`src/rtl/riscv_multicycle_core_if.sv`:
```
// Instruction fetch channel: valid/ready request, valid-only response.
interface riscv_multicycle_core_if #(
    parameter int unsigned XLEN = 32
);
    logic            insn_req_valid;
    logic            insn_req_ready;
    logic [XLEN-1:0] insn_addr;
    logic            insn_rsp_valid;
    logic [31:0]     insn_rsp_data;

    modport master (
        output insn_req_valid,
        output insn_addr,
        input  insn_req_ready,
        input  insn_rsp_valid,
        input  insn_rsp_data
    );

    modport slave (
        input  insn_req_valid,
        input  insn_addr,
        output insn_req_ready,
        output insn_rsp_valid,
        output insn_rsp_data
    );
endinterface

```
`src/rtl/riscv_multicycle_core.sv`:
```
// Multi-cycle RV32I/RV32E integer core: fetch, wait for response, execute.
// Illegal instructions halt the core until reset.
module riscv_multicycle_core #(
    parameter int unsigned     XLEN     = 32,
    parameter int unsigned     NUM_REGS = 32,
    parameter logic [XLEN-1:0] RESET_PC = '0
) (
    input  logic                   clock,
    input  logic                   reset,
    riscv_multicycle_core_if.master insn,
    output logic                   retire,
    output logic [XLEN-1:0]        retire_pc,
    output logic                   illegal,
    input  logic [4:0]             dbg_reg_addr,
    output logic [XLEN-1:0]        dbg_reg_data
);

    localparam int unsigned IDXW = $clog2(NUM_REGS);
    localparam int unsigned SHW  = $clog2(XLEN);

    localparam logic [6:0] OPC_OP     = 7'b0110011;
    localparam logic [6:0] OPC_IMM    = 7'b0010011;
    localparam logic [6:0] OPC_LUI    = 7'b0110111;
    localparam logic [6:0] OPC_AUIPC  = 7'b0010111;
    localparam logic [6:0] OPC_JAL    = 7'b1101111;
    localparam logic [6:0] OPC_BRANCH = 7'b1100011;

    typedef enum logic [1:0] {FETCH, WAIT, EXEC, HALT} state_t;

    state_t          state;
    logic [XLEN-1:0] pc;
    logic [31:0]     ir;
    logic            req_valid;
    logic [XLEN-1:0] regs [NUM_REGS];

    function automatic logic reg_ok(input logic [4:0] idx);
        return 32'(idx) < NUM_REGS;
    endfunction

    // Instruction fields and sign-extended immediates
    logic [6:0]      opcode;
    logic [4:0]      rd, rs1, rs2;
    logic [2:0]      f3;
    logic [6:0]      f7;
    logic [XLEN-1:0] imm_i, imm_u, imm_b, imm_j;

    assign opcode = ir[6:0];
    assign rd     = ir[11:7];
    assign f3     = ir[14:12];
    assign rs1    = ir[19:15];
    assign rs2    = ir[24:20];
    assign f7     = ir[31:25];
    assign imm_i  = XLEN'($signed(ir[31:20]));
    assign imm_u  = XLEN'($signed({ir[31:12], 12'b0}));
    assign imm_b  = XLEN'($signed({ir[31], ir[7], ir[30:25], ir[11:8], 1'b0}));
    assign imm_j  = XLEN'($signed({ir[31], ir[19:12], ir[20], ir[30:21], 1'b0}));

    // Out-of-range indices read as zero; legality check catches them separately
    logic [XLEN-1:0] rs1_val, rs2_val;
    assign rs1_val = (rs1 == 5'd0 || !reg_ok(rs1)) ? '0 : regs[rs1[IDXW-1:0]];
    assign rs2_val = (rs2 == 5'd0 || !reg_ok(rs2)) ? '0 : regs[rs2[IDXW-1:0]];
    assign dbg_reg_data = (dbg_reg_addr == 5'd0 || !reg_ok(dbg_reg_addr)) ?
                          '0 : regs[dbg_reg_addr[IDXW-1:0]];

    logic [XLEN-1:0] op_b, alu;
    logic [SHW-1:0]  shamt;
    logic            alt;

    assign op_b  = (opcode == OPC_OP) ? rs2_val : imm_i;
    assign shamt = op_b[SHW-1:0];
    assign alt   = ir[30];

    always_comb begin
        alu = '0;
        case (f3)
            3'd0: alu = (opcode == OPC_OP && alt) ? rs1_val - op_b : rs1_val + op_b;
            3'd1: alu = rs1_val << shamt;
            3'd2: alu = XLEN'($signed(rs1_val) < $signed(op_b));
            3'd3: alu = XLEN'(rs1_val < op_b);
            3'd4: alu = rs1_val ^ op_b;
            3'd5: alu = alt ? XLEN'($signed(rs1_val) >>> shamt) : rs1_val >> shamt;
            3'd6: alu = rs1_val | op_b;
            default: alu = rs1_val & op_b;
        endcase
    end

    logic taken;
    always_comb begin
        taken = 1'b0;
        case (f3)
            3'd0: taken = (rs1_val == rs2_val);
            3'd1: taken = (rs1_val != rs2_val);
            3'd4: taken = ($signed(rs1_val) < $signed(rs2_val));
            3'd5: taken = !($signed(rs1_val) < $signed(rs2_val));
            3'd6: taken = (rs1_val < rs2_val);
            3'd7: taken = !(rs1_val < rs2_val);
            default: taken = 1'b0;
        endcase
    end

    logic [XLEN-1:0] pc_plus4, br_target, jal_target;
    assign pc_plus4   = pc + XLEN'(4);
    assign br_target  = pc + imm_b;
    assign jal_target = pc + imm_j;

    // Shift-immediates on RV32 must keep bit 25 clear
    logic shift_ok;
    always_comb begin
        shift_ok = 1'b1;
        if (f3 == 3'd1)
            shift_ok = (ir[31:26] == 6'd0) && (XLEN > 32 || !ir[25]);
        else if (f3 == 3'd5)
            shift_ok = (ir[31:26] == 6'd0 || ir[31:26] == 6'b010000) && (XLEN > 32 || !ir[25]);
    end

    logic legal;
    always_comb begin
        legal = 1'b0;
        case (opcode)
            OPC_OP:     legal = (f7 == 7'd0 || (f7 == 7'b0100000 && (f3 == 3'd0 || f3 == 3'd5)))
                                && reg_ok(rd) && reg_ok(rs1) && reg_ok(rs2);
            OPC_IMM:    legal = shift_ok && reg_ok(rd) && reg_ok(rs1);
            OPC_LUI,
            OPC_AUIPC:  legal = reg_ok(rd);
            OPC_JAL:    legal = reg_ok(rd) && (jal_target[1:0] == 2'b00);
            OPC_BRANCH: legal = (f3 != 3'd2) && (f3 != 3'd3) && reg_ok(rs1) && reg_ok(rs2)
                                && !(taken && br_target[1:0] != 2'b00);
            default:    legal = 1'b0;
        endcase
    end

    logic [XLEN-1:0] wb_data, next_pc;
    logic            wb_en;
    always_comb begin
        wb_data = '0;
        wb_en   = 1'b0;
        next_pc = pc_plus4;
        case (opcode)
            OPC_OP, OPC_IMM: begin wb_data = alu;        wb_en = 1'b1; end
            OPC_LUI:         begin wb_data = imm_u;      wb_en = 1'b1; end
            OPC_AUIPC:       begin wb_data = pc + imm_u; wb_en = 1'b1; end
            OPC_JAL: begin
                wb_data = pc_plus4;
                wb_en   = 1'b1;
                next_pc = jal_target;
            end
            OPC_BRANCH: if (taken) next_pc = br_target;
            default: ;
        endcase
    end

    logic rf_we;
    assign rf_we = (state == EXEC) && legal && wb_en && (rd != 5'd0);

    always_ff @(posedge clock) begin
        if (rf_we) regs[rd[IDXW-1:0]] <= wb_data;
    end

    // Instruction sequencer with registered handshake and status outputs
    always_ff @(posedge clock or negedge reset) begin
        if (!reset) begin
            state     <= FETCH;
            pc        <= RESET_PC;
            ir        <= '0;
            req_valid <= 1'b1;
            retire    <= 1'b0;
            retire_pc <= '0;
            illegal   <= 1'b0;
        end else begin
            retire <= 1'b0;
            case (state)
                FETCH: if (insn.insn_req_ready) begin
                    req_valid <= 1'b0;
                    state     <= WAIT;
                end
                WAIT: if (insn.insn_rsp_valid) begin
                    ir    <= insn.insn_rsp_data;
                    state <= EXEC;
                end
                EXEC: if (!legal) begin
                    illegal <= 1'b1;
                    state   <= HALT;
                end else begin
                    pc        <= next_pc;
                    retire    <= 1'b1;
                    retire_pc <= pc;
                    req_valid <= 1'b1;
                    state     <= FETCH;
                end
                default: state <= HALT;
            endcase
        end
    end

    assign insn.insn_req_valid = req_valid;
    assign insn.insn_addr      = pc;

endmodule

```
`src/flat_wrapper.sv`:
```
// flat-port wrapper written by rule: the top's interface ports become plain ports
module riscv_multicycle_core_flat 
#(
    parameter int unsigned     XLEN     = 32,
    parameter int unsigned     NUM_REGS = 32,
    parameter logic [XLEN-1:0] RESET_PC = '0
)
  (clock, reset, retire, retire_pc, illegal, dbg_reg_addr, dbg_reg_data, insn_insn_req_valid, insn_insn_addr, insn_insn_req_ready, insn_insn_rsp_valid, insn_insn_rsp_data);
  riscv_multicycle_core_if #(.XLEN(XLEN)) insn_i ();
  input  logic clock;
  input  logic reset;
  output logic retire;
  output logic [XLEN-1:0] retire_pc;
  output logic illegal;
  input  logic [4:0] dbg_reg_addr;
  output logic [XLEN-1:0] dbg_reg_data;
  output wire logic [$bits(insn_i.insn_req_valid)-1:0] insn_insn_req_valid;
  output wire logic [$bits(insn_i.insn_addr)-1:0] insn_insn_addr;
  input wire logic [$bits(insn_i.insn_req_ready)-1:0] insn_insn_req_ready;
  input wire logic [$bits(insn_i.insn_rsp_valid)-1:0] insn_insn_rsp_valid;
  input wire logic [$bits(insn_i.insn_rsp_data)-1:0] insn_insn_rsp_data;
  assign insn_insn_req_valid = insn_i.insn_req_valid;
  assign insn_insn_addr = insn_i.insn_addr;
  assign insn_i.insn_req_ready = insn_insn_req_ready;
  assign insn_i.insn_rsp_valid = insn_insn_rsp_valid;
  assign insn_i.insn_rsp_data = insn_insn_rsp_data;
  riscv_multicycle_core #(.XLEN(XLEN), .NUM_REGS(NUM_REGS), .RESET_PC(RESET_PC)) u_core (.clock(clock), .reset(reset), .insn(insn_i), .retire(retire), .retire_pc(retire_pc), .illegal(illegal), .dbg_reg_addr(dbg_reg_addr), .dbg_reg_data(dbg_reg_data));
endmodule
```
`config.mk`:
```
export PLATFORM = sky130hd
export DESIGN_NAME = riscv_multicycle_core_flat
export DESIGN_NICKNAME = d
export VERILOG_FILES = /design/src/rtl/riscv_multicycle_core_if.sv /design/src/rtl/riscv_multicycle_core.sv /design/src/flat_wrapper.sv
export SDC_FILE = /design/constraint.sdc
export NUM_CORES = 2
export LEC_CHECK = 0
export CORE_ASPECT_RATIO = 1.2
export CORE_MARGIN = 3
export CORE_UTILIZATION = 40
export DETAILED_ROUTE_END_ITERATION = 12
export GPL_TIMING_DRIVEN = 0
export SYNTH_ARGS = -nofsm -noshare
export SYNTH_HDL_FRONTEND = slang
export SYNTH_SLANG_ARGS = --single-unit
```
`constraint.sdc`:
```
create_clock -name clock -period 8.68 [get_ports clock]
set_input_delay 1.736 -clock clock [delete_from_list [all_inputs] [get_ports clock]]
set_output_delay 1.736 -clock clock [all_outputs]
set_load 0.005 [all_outputs]
```
==> run summary <==
## Setup path
• register — type of destination of the critical path
• 10 — maximum fanout encountered on the critical timing path
• 9170 ps — critical path data required time
• 9400 ps — Arrival @ worst endpoint
• register — startpoint class of the critical path
• reg -> reg — category of the most critical setup path

## Clock tree
• sky130_fd_sc_hd__clkbuf_16 — clock root buffer
• 60 ps — Clock transition at path regs
• built — clock tree from TritonCTS
• 820 ps — Clk Latency, worst-skew pair
• 121 — total clock buffers created by CTS
• 3 — number of buffers on the longest clock path
• 0 — CTS Hold Bufs
• 1123 — clk sink count
• 3 — level count of the clock H-tree

## Synth
• 5418 — gate count after technology mapping
• sky130_fd_sc_hd__edfxtp_1 — post-synth top area cell
• sky130_fd_sc_hd__edfxtp_1 — leading register cell type out of synthesis
• 115 — Yosys cell types
• 14.0 um2 — Syn Area/Cell
• 0 — Yosys warning count
• sky130_fd_sc_hd__edfxtp_1 — most frequently used cell type in the post-synthesis netlist
• sky130_fd_sc_hd__edfxtp_1 (41%), sky130_fd_sc_hd__mux4_2 (24%), sky130_fd_sc_hd__mux2i_1 (5.6%) — top cells by area, synth
• 1123 — #FFs+latches synth
• 8.82% — Async SR Flop Fraction
• 40.7% — Yosys top cell area share
• 44.0% — register area share after synthesis
• 1024 — number of flops mapped to enable cells by yosys
• 75600 um2 — Netlist Area Pre-Place
• sky130_fd_sc_hd__edfxtp_1 (1024), sky130_fd_sc_hd__mux4_2 (803), sky130_fd_sc_hd__mux2i_1 (420) — top cell types by occurrence after synthesis

## Timing
• -234 ps — crit path setup slack, layout
• -7.66% — Slew headroom
• 39.6 ps — clk_skew
• 8910 ps — final worst path period need
• false — RSZ-0062 raised after global routing
• 67 — count of final max-slew check failures
• 112 MHz — Max Freq
• 380 — final setup violation count
• 1610 ps — Slew @ Worst Pin
• 0 — final number of hold-violating endpoints
• 103% — post-route clock period utilization

## Floorplanning
• 194000 um2 — Die Footprint
• 174 — Std-Cell Rows
• 403 um — x dimension of the die
• 140 — IO Count
• 482 um — die height
• 188000 um2 — Std-Cell Core Area
• 40.3% — initial cell density of the core

## Global routing
• 60400 — vias in the first global route
• 532000 um — global-route wire length before repair
• 40.7% — Total Routing Usage GR
• 31 — number of antenna violations at the first check in global routing
• 0 — gr ovfl total
• 64 — largest net degree at the start of global routing

## Detailed routing
• 0 — post-route DRC violation count
• 0 — antenna viol nets, final
• 47.3 um — wire per inst
• 11200 — Starting DRT DRC Count
• 8 — number of optimization iterations in the first detailed-route pass
• 7.43 — drt via density
• 402000 um — routed wire length
• 63100 — DR vias

## Power and ir drop
• 47.8% — fraction of power consumed by combinational cells
• 22100 uW — Power Total
• 44.3% — switching power as a share of total power
• 12300 uW — cell internal pwr
• 25.1% — clock share of power
• 27.1% — proportion of power drawn by flip-flops and latches
• 0.0283 uW — leakage
• 251 nW/um2 — ratio of total power to cell area
• 0.184 mV — worst-case vdd ir drop
• 9800 uW — power dissipated by switching net loads

## Status
• capacitance limit, slew limit, setup timing — failing checks
• finished with violations — status

## Final layout
• 16.4% — Area Overhead vs Synth
• 88000 um2 — post-layout instance area
• 6130 — # nets final
• 28.8% — fraction of final layout cells sized beyond drive strength 1

## Placement
• -2550 ps — minimum setup slack after placement
• 134 — quantity of I/O buffers inserted on ports
• 1.03 — routability cong.
• 294000 um — Post-DP HPWL
• 82700 um2 — placed standard-cell area

## Flow run
• 8 — Maximum Capacitance Violations

## Min path
• reg -> reg — Hold Crit Class

-- logic make-up (layout without fill, tap and decap cells) --
family / count (synthesis) / after routing / synth area share [%]
AND/OR/NAND/NOR: 947 / 947 / 6.39
multiplexers: 1328 / 1328 / 31.2
XOR/XNOR: 94 / 94 / 1.09
flip-flops: 1123 / 1123 / 44.0
other: 1 / 63 / 0.00496
buffers and inverters: 601 / 1153 / 3.88
adder cells (fa/ha/maj): 189 / 189 / 3.18
AO/OA/AOI/OAI: 1135 / 1136 / 10.3
-- final timing paths --
kind / slack, ps / endpoint / start / cells after the start
setup / recovery: -230 / u_core.regs[14][13] / u_core.ir[16] / 25
hold reg to reg: 470 / u_core.illegal / u_core.illegal / 1
hold / removal: 470 / u_core.illegal / u_core.illegal / 1
max in group asynchronous: 7000 / u_core.insn.insn_req_valid / reset / 2
setup reg to reg: -230 / u_core.regs[14][13] / u_core.ir[16] / 25
min in group asynchronous: 920 / u_core.retire_pc[24] / reset / 1
-- state kept, by name, indices dropped and copies added (netlist names) --
| name | flops |
|---|---|
| u_core.illegal | 1 |
| u_core.insn.insn_addr | 31 |
| u_core.retire_pc | 31 |
| u_core.regs | 1024 |
| u_core.insn.insn_req_valid | 1 |
| u_core.retire | 1 |
| u_core.ir | 32 |
| u_core.state | 2 |
-- worst max-delay path: stages, from the launching register on --
cell and delay [ps]:
sky130_fd_sc_hd__dfrtp_1 770, sky130_fd_sc_hd__buf_4 420, sky130_fd_sc_hd__buf_4 470, sky130_fd_sc_hd__buf_4 540, sky130_fd_sc_hd__buf_4 490, sky130_fd_sc_hd__nor3b_1 800, sky130_fd_sc_hd__a221oi_1 290, sky130_fd_sc_hd__a31oi_1 250
sky130_fd_sc_hd__o21a_2 500, sky130_fd_sc_hd__ha_1 340, sky130_fd_sc_hd__a21oi_1 150, sky130_fd_sc_hd__nor2b_1 60, sky130_fd_sc_hd__o21ai_0 140, sky130_fd_sc_hd__a21oi_1 110, sky130_fd_sc_hd__o32a_2 480, sky130_fd_sc_hd__or3_1 430
sky130_fd_sc_hd__a31oi_1 280, sky130_fd_sc_hd__a21o_2 320, sky130_fd_sc_hd__nand3_4 100, sky130_fd_sc_hd__buf_12 200, sky130_fd_sc_hd__nor4_4 200, sky130_fd_sc_hd__buf_4 200, sky130_fd_sc_hd__buf_4 200, sky130_fd_sc_hd__buf_4 240
sky130_fd_sc_hd__buf_4 200, sky130_fd_sc_hd__buf_4 210
-- metrics by stage --
stage,hold slack (ps),instances,setup TNS [ps],util (%)
after floorplan,451,5451,-59510,-
after global placement,444,8049,-8813010,42.7
after detailed placement,457,8192,-2625500,44.0
after CTS,470,8463,-58.8,46.7
after global routing,501,8469,0,46.9
final,467,8497,-39660,46.9
-- per-layer routing --
layer  global-route usage, %  vias up  share of wire [%]
li1                        -    23200                  -
met1                    46.2    32000                 32
met2                    60.9     6012                 43
met3                    14.5     1830                 14
met4                    35.7       20                 11
met5                       0        -              0.048
-- power by group through the flow --
stage | combinational, uW | sequential [uW] | clock, uW
after detailed placement | 9830 | 6110 | 0
after global routing | 10700 | 6000 | 5720
final | 10600 | 6000 | 5550
after floorplan | 5530 | 6050 | 0
after CTS | 9980 | 5990 | 5510
after global placement | 9690 | 6110 | 0
-- cell type report --
| class | instances | area (um2) |
|---|---|---|
| tap | 2464 | 3080 |
| clock inverter | 92 | 1060 |
| inverter | 143 | 539 |
| clock buffer | 135 | 3080 |
| timing repair buffer | 331 | 3910 |
| multi-input combinational | 3728 | 40400 |
| sequential | 1123 | 33200 |
| buffer | 452 | 2650 |
| fill | 16500 | 99700 |
| antenna | 29 | 72.6 |
-- placed cells by master (no fill, tap or decap), types with 33 or more instances in the layout --
cell type                         count
sky130_fd_sc_hd__buf_12              66
sky130_fd_sc_hd__mux2_2              88
sky130_fd_sc_hd__a31oi_1             40
sky130_fd_sc_hd__and3_1              33
sky130_fd_sc_hd__nor2_1             256
sky130_fd_sc_hd__nor3_1              80
sky130_fd_sc_hd__a211oi_1            61
sky130_fd_sc_hd__conb_1              34
sky130_fd_sc_hd__clkbuf_16          121
sky130_fd_sc_hd__nand3_1             67
sky130_fd_sc_hd__o22ai_1             76
sky130_fd_sc_hd__a211o_1             48
sky130_fd_sc_hd__nand2_1            214
sky130_fd_sc_hd__mux4_2             803
sky130_fd_sc_hd__clkbuf_2            49
sky130_fd_sc_hd__a22oi_1             58
sky130_fd_sc_hd__mux2i_1            406
sky130_fd_sc_hd__buf_2               80
sky130_fd_sc_hd__ha_1               184
sky130_fd_sc_hd__o21ai_0            208
sky130_fd_sc_hd__buf_6               80
sky130_fd_sc_hd__a21o_1              68
sky130_fd_sc_hd__buf_8               34
sky130_fd_sc_hd__edfxtp_1          1024
sky130_fd_sc_hd__nor2b_1             56
sky130_fd_sc_hd__xnor2_1             63
sky130_fd_sc_hd__inv_1              133
sky130_fd_sc_hd__clkbuf_1           204
sky130_fd_sc_hd__a21oi_1            229
sky130_fd_sc_hd__clkdlybuf4s50_1    133
sky130_fd_sc_hd__buf_4              117
sky130_fd_sc_hd__dfrtp_1             97
-- repair_timing --
action | 4_1_cts | 5_1_grt
pin swaps | 26 | 3
setup buffers | 47 | 5
endpoints found under the setup margin | 1965 | 1209
cloned | 1 | 0
resized for setup | 103 | 52
Power figures use the tool's default switching activity.
